===== config.mk =====
export PLATFORM = sky130hd
export DESIGN_NAME = shift_seq_flat
export DESIGN_NICKNAME = d
export VERILOG_FILES = /design/src/rtl/shift_seq_pkg.sv /design/src/rtl/shift_seq_if.sv /design/src/rtl/shift_seq_rr_arb2.sv /design/src/rtl/shift_seq.sv /design/src/flat_wrapper.sv
export SDC_FILE = /design/constraint.sdc
export NUM_CORES = 1
export LEC_CHECK = 0
export BUFFER_PORTS_ARGS = -buffer_cell sky130_fd_sc_hd__buf_2
export CAP_MARGIN = 20
export CELL_PAD_IN_SITES_DETAIL_PLACEMENT = 2
export CELL_PAD_IN_SITES_GLOBAL_PLACEMENT = 2
export CORE_MARGIN = 3
export CORE_UTILIZATION = 26
export DETAILED_ROUTE_END_ITERATION = 10
export GPL_TIMING_DRIVEN = 0
export PLACE_DENSITY = 0.76
export SLEW_MARGIN = 15
export SYNTH_ARGS = -nofsm -noshare
export SYNTH_HDL_FRONTEND = slang
export SYNTH_SLANG_ARGS = --single-unit

===== constraint.sdc =====
create_clock -name clk -period 1.75 [get_ports clk]
set_input_delay 0.35 -clock clk [delete_from_list [all_inputs] [get_ports clk]]
set_output_delay 0.35 -clock clk [all_outputs]
set_load 0.01 [all_outputs]

===== src/rtl/shift_seq_pkg.sv =====
// Shared definitions for the shift sequencer: state encoding, chunk limit, chunk helper.
package shift_seq_pkg;

   // Largest per-pass amount, fixed by the external shifter's 3-bit amount input.
   localparam int unsigned MaxChunk = 7;

   typedef enum logic [1:0] {
      StIdle  = 2'd0,
      StShift = 2'd1,
      StDone  = 2'd2
   } state_e;

   // Amount handed to the shifter for one pass, given the remaining amount.
   function automatic logic [2:0] chunk_of(input logic [4:0] rem);
      return (rem > 5'(MaxChunk)) ? 3'(MaxChunk) : rem[2:0];
   endfunction

endpackage


===== src/rtl/shift_seq_if.sv =====
// Requester and shifter signals of the shift sequencer, bundled for port connection.
interface shift_seq_if;
   logic       req0;
   logic       req1;
   logic [7:0] data0;
   logic [7:0] data1;
   logic [4:0] amt0;
   logic [4:0] amt1;
   logic       ack0;
   logic       ack1;
   logic [7:0] result;
   logic       busy;
   logic [7:0] sh_a;
   logic [2:0] sh_b;
   logic [7:0] sh_in;

   // Requesters plus the external shifter.
   modport master (
      output req0, req1, data0, data1, amt0, amt1, sh_in,
      input  ack0, ack1, result, busy, sh_a, sh_b
   );

   // The sequencer itself.
   modport slave (
      input  req0, req1, data0, data1, amt0, amt1, sh_in,
      output ack0, ack1, result, busy, sh_a, sh_b
   );
endinterface


===== src/rtl/shift_seq_rr_arb2.sv =====
// Two-way round-robin arbiter (rr_arb2): one-hot grant, combinational, gated by en.
module shift_seq_rr_arb2 (
   input  logic [1:0] req,
   input  logic       last,
   input  logic       en,
   output logic [1:0] gnt
);

   // On a tie the requester that was not served last wins.
   always_comb begin
      gnt = 2'b00;
      if (en) begin
         unique case (req)
            2'b01:   gnt = 2'b01;
            2'b10:   gnt = 2'b10;
            2'b11:   gnt = last ? 2'b01 : 2'b10;
            default: gnt = 2'b00;
         endcase
      end
   end

endmodule


===== src/rtl/shift_seq.sv =====
// Sequencer and two-port arbiter for the shared 8-bit right shifter.
// Long shifts are split into passes of at most MaxChunk bits, one pass per cycle.
module shift_seq
   import shift_seq_pkg::*;
(
   input logic        clk,
   input logic        rst,
   shift_seq_if.slave bus
);

   state_e     state_q, state_d;
   logic [7:0] acc_q, acc_d;
   logic [4:0] rem_q, rem_d;
   logic       sel_q, sel_d;
   logic       last_q, last_d;
   logic [7:0] result_q;
   logic       ack0_q, ack1_q, busy_q;
   logic [1:0] gnt;
   logic [2:0] chunk;

   assign chunk = chunk_of(rem_q);

   shift_seq_rr_arb2 u_rr_arb2 (
      .req  ({bus.req1, bus.req0}),
      .last (last_q),
      .en   (state_q == StIdle),
      .gnt  (gnt)
   );

   // Next-state and datapath decode.
   always_comb begin
      state_d = state_q;
      acc_d   = acc_q;
      rem_d   = rem_q;
      sel_d   = sel_q;
      last_d  = last_q;
      unique case (state_q)
         StIdle: begin
            if (gnt != 2'b00) begin
               sel_d   = gnt[1];
               acc_d   = gnt[1] ? bus.data1 : bus.data0;
               rem_d   = gnt[1] ? bus.amt1 : bus.amt0;
               state_d = StShift;
            end
         end
         StShift: begin
            acc_d = bus.sh_in;
            rem_d = rem_q - 5'(chunk);
            // No early exit on a zero accumulator: pass count depends only on the amount.
            if (rem_q <= 5'(MaxChunk)) begin
               state_d = StDone;
            end
         end
         StDone: begin
            last_d  = sel_q;
            state_d = StIdle;
         end
         default: state_d = StIdle;
      endcase
   end

   // State and registered outputs; ack/result/busy are computed one cycle ahead.
   always_ff @(posedge clk) begin
      if (rst) begin
         state_q  <= StIdle;
         acc_q    <= '0;
         rem_q    <= '0;
         sel_q    <= 1'b0;
         last_q   <= 1'b1;
         result_q <= '0;
         ack0_q   <= 1'b0;
         ack1_q   <= 1'b0;
         busy_q   <= 1'b0;
      end else begin
         state_q  <= state_d;
         acc_q    <= acc_d;
         rem_q    <= rem_d;
         sel_q    <= sel_d;
         last_q   <= last_d;
         ack0_q   <= (state_d == StDone) && !sel_d;
         ack1_q   <= (state_d == StDone) && sel_d;
         busy_q   <= (state_d != StIdle);
         if (state_d == StDone) begin
            result_q <= acc_d;
         end
      end
   end

   assign bus.ack0   = ack0_q;
   assign bus.ack1   = ack1_q;
   assign bus.result = result_q;
   assign bus.busy   = busy_q;
   assign bus.sh_a   = acc_q;
   assign bus.sh_b   = (state_q == StShift) ? chunk : 3'd0;

endmodule


===== src/flat_wrapper.sv =====
// flat-port wrapper written by rule: the top's interface ports become plain ports
module shift_seq_flat import shift_seq_pkg::*;
  (clk, rst, bus_req0, bus_req1, bus_data0, bus_data1, bus_amt0, bus_amt1, bus_sh_in, bus_ack0, bus_ack1, bus_result, bus_busy, bus_sh_a, bus_sh_b);
  shift_seq_if bus_i ();
  input logic clk;
  input logic rst;
  input wire logic [$bits(bus_i.req0)-1:0] bus_req0;
  input wire logic [$bits(bus_i.req1)-1:0] bus_req1;
  input wire logic [$bits(bus_i.data0)-1:0] bus_data0;
  input wire logic [$bits(bus_i.data1)-1:0] bus_data1;
  input wire logic [$bits(bus_i.amt0)-1:0] bus_amt0;
  input wire logic [$bits(bus_i.amt1)-1:0] bus_amt1;
  input wire logic [$bits(bus_i.sh_in)-1:0] bus_sh_in;
  output wire logic [$bits(bus_i.ack0)-1:0] bus_ack0;
  output wire logic [$bits(bus_i.ack1)-1:0] bus_ack1;
  output wire logic [$bits(bus_i.result)-1:0] bus_result;
  output wire logic [$bits(bus_i.busy)-1:0] bus_busy;
  output wire logic [$bits(bus_i.sh_a)-1:0] bus_sh_a;
  output wire logic [$bits(bus_i.sh_b)-1:0] bus_sh_b;
  assign bus_i.req0 = bus_req0;
  assign bus_i.req1 = bus_req1;
  assign bus_i.data0 = bus_data0;
  assign bus_i.data1 = bus_data1;
  assign bus_i.amt0 = bus_amt0;
  assign bus_i.amt1 = bus_amt1;
  assign bus_i.sh_in = bus_sh_in;
  assign bus_ack0 = bus_i.ack0;
  assign bus_ack1 = bus_i.ack1;
  assign bus_result = bus_i.result;
  assign bus_busy = bus_i.busy;
  assign bus_sh_a = bus_i.sh_a;
  assign bus_sh_b = bus_i.sh_b;
  shift_seq u_core (.clk(clk), .rst(rst), .bus(bus_i));
endmodule

Yosys cells after proc, flatten, opt, wreduce, memory -nomap -nowiden --
Cells that the tools add are included.
Cells by class: multiplexer cells 16, $lt $le $gt $ge 2, equality and inequality tests 7, reductions and logical operators 8, add/subtract/negate cells 1
Operators by type and width (count):
- two-way mux 8 bit | 2
- case mux 8 bit (2 select lines) | 1
- two-way mux 5 bit | 2
- case mux 5 bit (2 select lines) | 1
- equality test 2 bit (second input constant) | 4
- two-way mux 2 bit | 4
- two-way mux 3 bit | 2
- case mux 2 bit (3 select lines) | 1
- nonzero test 2 bit | 3
- greater-than comparator 5 x 3 -> 1 bit (second input constant) | 1
- less-or-equal comparator 5 x 3 -> 1 bit (second input constant) | 1
- subtractor 5 x 3 -> 5 bit | 1
- equality test 2 x 1 -> 1 bit (second input constant) | 2
- case mux 2 bit (2 select lines) | 1
- logical AND 1 bit | 2
- logical NOT 2 bit | 1
- two-way mux 1 bit | 2
- != test 2 x 1 -> 1 bit (second input constant) | 1
- AND reduction 2 bit | 1
- logical NOT 1 bit | 1
Word-level totals: register bits 28, bits of input ports 38, output and inout port bits 22, logic and storage cells 43

Logic depth before layout (Yosys ltp) --
depth in word-level cells 8, gate-level depth with buffers 8, gate-level depth less buffers 7

Cells and area by module --
Synthesis repeated with hierarchy kept, for this count alone.
Unflattened totals: cells, all modules 177, area total of the unflattened synthesis 1480.2 um2
By module, submodules not included:
- shift_seq | cells an instance 172, area each 1458.9 um2, seq. area each 560.5 um2, instances 1
- shift_seq_rr_arb2 | cells an instance 5, area each 21.3 um2, seq. area each 0.0 um2, instances 1

Worst setup path before layout --
No wires, ideal clock.
kind register -> register, start point reg u_core.rem_q[3], end point reg u_core.rem_q[4], arrival time 1.337 ns, buffers on the path 1, clock period less this slack 1.467 ns, library setup time 0.130 ns, cell stages (with the launch flop) 9, setup slack 0.283 ns, required time 1.620 ns, cells stage by stage dfxtp_1 or2_1 buf_2 nand2b_1 ha_1 a21oi_1 nand2_1 a31oi_1 a21oi_1
On the way: word-level cells in the longest chain between the ends 4
Ends and longest elaborated chain:
- from (decl) | RTL line shift_seq.sv:13 | logic [4:0] rem_q, rem_d;
- from (signal assigned) | RTL line shift_seq.sv:77 | rem_q <= rem_d;
- greater-than comparator 5 x 3 -> 1 bit | RTL line shift_seq_pkg.sv:15 | return (rem > 5'(MaxChunk)) ? 3'(MaxChunk) : rem[2:0];
- two-way mux 3 bit | RTL line shift_seq_pkg.sv:15
- subtractor 5 x 3 -> 5 bit * | RTL line shift_seq.sv:48 | rem_d = rem_q - 5'(chunk);
- case mux 5 bit (2 select lines) * | RTL line shift_seq.sv:37 | unique case (state_q)
Mark *: on every way between the ends. The rest lies on a longest branch, timed or not. A chain may end at the register's enable or synchronous reset.

Worst setup path after layout --
start point reg u_core.rem_q[3], end point out bus_sh_b[0]
On the way: word-level cells in the longest chain between the ends 3
Ends and longest elaborated chain:
- greater-than comparator 5 x 3 -> 1 bit | RTL line shift_seq_pkg.sv:15
- two-way mux 3 bit | RTL line shift_seq_pkg.sv:15
- two-way mux 3 bit | RTL line shift_seq.sv:94 | assign bus.sh_b = (state_q == StShift) ? chunk : 3'd0;
- to (decl) | RTL line flat_wrapper.sv:19 | output wire logic [$bits(bus_i.sh_b)-1:0] bus_sh_b;
No other way between the ends.

==> out/metrics.cfg <==
[placement]
place_ws_ns=0.0151
hpwlAfterDp_um=3730
place_inst=287
gp_congestion=0.740
dpl_cell_area_um2=1770
io_buffers=59

[floorplan]
die_height_um=79.1
start_util=0.281
placementRows=25
coreArea_um2=4940
die_area_um2=6250
io_pins=60
die_w_um=79.1

[critical_path]
rr_endpoint=u_core.rem_q[2]$_SDFFE_PP0P_
critPathLaunchType=flip-flop
arrival_ns=1.21
criticalPathCategory=flip-flop to output pin
r2r_slack_ns=0.22
cp_data_required_time_ns=1.40
crit_chain=or2_4 -> nor2_1 -> nor2_1 -> buf_2
r2r_cells=5
endpoint_kind=output pin
crit_path_frequent_cell=nor2_1
cp_max_fo=7
regToRegStartpoint=u_core.rem_q[3]$_SDFFE_PP0P_
slowest_delay_ns=0.36
critPathSlowestCell=dfxtp_2

[synthesis]
syn_inst=161
synth.avg_cell_area_um2=8.62
ys_warn_count=0
synthDistinctLibCells=35
yosys-top-cells-count=28 x dfxtp_1, 26 x nand2_1, 14 x a21oi_1
yosys.area.top_type=dfxtp_1
synth_top_area_share=0.404
yosysSeqAreaShare=0.404
ys_async_sr_fraction=0
synthFlopType=dfxtp_1
synth_edf_count=0
synthTopCellsByArea=dfxtp_1 40%, mux2_2 8.9%, nand2_1 7.0%, a22oi_1 5.4%, a21oi_1 5.0%
synth_area_um2=1390
syn_nets=200
synth_most_common_cell=dfxtp_1
synth_seq_cells=28

[timing]
holdWs_ns=0.322
hold_violations=0
finClkSkew_ns=0.00444
min_period_ns=1.56
timing.slew.headroom=0.608
max_slew.worst_pin.slew_ns=0.584
setup_viol=0
period_share=0.894
rsz0062_at_grt=no
layout_setup_ws_ns=0.186
max_freq_mhz=639
drv_slew=0
fin_setup_tns_ns=0

[cts]
ctsResizeCount=0
cts-htree-levels=1
cts_hold_buf=0
cts_tree=done
clock_latency_ns=0.28
cts_inserted_buffers=3
path_clk_slew_ns=0.10
cts-root-buf=clkbuf_8
cts.sinks=28
cts_buffer_depth=2
post-cts-setup-buffer-count=0

[final_layout]
fin_util=0.366
stdcell_area_um2=1810
antenna_cells=0
final_layout_size_suffix_gt1_frac=0.401
finalNetCount=263
final_cells=289
syn_to_final_growth_pct=30.5

[routing]
detail_route.vias_per_cell=5.03
drc=0
dr.pass1.iters=4
vias=1453
avgRoutedWirePerCell_um=16.9
routed_wl_um=4890
drt_iter0_drc=59
ant_nets=0

[pwr]
peakVddDrop_mv=0.252
p_per_area_nw_per_um2=963
total_power_mw=1.74
leakage_nw=0.786

[global_route]
grt_max_degree=15
grt_usage=0.167
overflow=0
first_global_vias=1596
grt_pass1_wl_um=8180
antenna_found_initial=0

[min_path]
holdPathStages=3
min_path_type=primary input to flip-flop
holdPathEnd=u_core.bus.result[2]$_SDFFE_PP0N_
hold_path.startpoint=bus_sh_in[2]

[job]
drv_cap=0

[outcome]
outcome=complete, no violations

==> kinds of logic after synthesis <==
| group | after synthesis | synth area share |
|---|---|---|
| DFF | 28 | 0.404 |
| adders and majority gates | 1 | 0.00902 |
| buffers and inverters | 13 | 0.0532 |
| AOI/OAI and AO/OA | 50 | 0.243 |
| and+or+nand+nor | 57 | 0.195 |
| muxes | 12 | 0.0965 |
==> sequential cells by signal (all words and copies together), names as in the netlist <==
signal and flops:
u_core.bus.ack0 1, u_core.bus.ack1 1, u_core.bus.busy 1, u_core.bus.result 8, u_core.bus.sh_a 8, u_core.last_q 1, u_core.rem_q 5, u_core.sel_q 1
u_core.state_q 2
==> worst max-delay path, delay by kind of cell (launching register included) <==
kind | cells | cell delay, ns
buf+inv | 1 | 0.14
flops | 1 | 0.36
simple gates | 3 | 0.44
==> routing by layer <==
layer  vias to the layer above  part of all wire  global-route usage
met5                         -                 0                   0
met1                       698              0.45               0.212
met4                         0            0.0076              0.0309
met3                         5             0.074              0.0408
li1                        704                 -                   -
met2                        46              0.47               0.290
==> area by class of cell <==
cell class	count	area, µm²
fillers	606	3130
multi-input cells	120	758
flip-flops and latches	28	563
repair buffers	59	295
well taps	67	83.8
plain buffers	10	61.3
clock buffers	3	41.3
inverters	2	7.51
==> worst max-delay path by stage <==
| stage | from | to | slack, ns | cells after the start |
|---|---|---|---|---|
| 2_1_floorplan | u_core.rem_q[3]$_SDFFE_PP0P_ | u_core.rem_q[4]$_SDFFE_PP0P_ | 0.28 | 8 |
| 6_report | u_core.rem_q[3]$_SDFFE_PP0P_ | bus_sh_b[0] | 0.19 | 4 |
| 5_1_grt | u_core.state_q[0]$_SDFF_PP0_ | bus_sh_b[2] | 0.07 | 3 |
| 3_3_place_gp | rst | u_core.bus.sh_a[4]$_SDFF_PP0_ | 0.05 | 4 |
| 3_5_place_dp | rst | u_core.bus.sh_a[4]$_SDFF_PP0_ | 0.02 | 4 |
| 4_1_cts | u_core.rem_q[3]$_SDFFE_PP0P_ | u_core.rem_q[4]$_SDFFE_PP0P_ | 0.03 | 8 |
==> layout by cell type (no fill, tap or decap), types with 3 or more instances in the layout <==
cell / count
a21oi_1: 14
a22oi_1: 10
buf_2: 63
clkbuf_1: 3
clkbuf_8: 3
dfxtp_1: 26
mux2_2: 11
nand2_1: 26
nor2_1: 12
nor2b_1: 3
o21ai_0: 7
o21ai_1: 3
o221ai_1: 8
==> where the power goes <==
group	switching (mW)	total, mW	internal [mW]	leakage, nW
combinational	0.335	0.586	0.250	0.533
clock	0.203	0.358	0.155	0.0216
sequential	0.0726	0.799	0.726	0.231
total	0.611	1.74	1.13	0.786
Power figures use the tool's default switching activity.
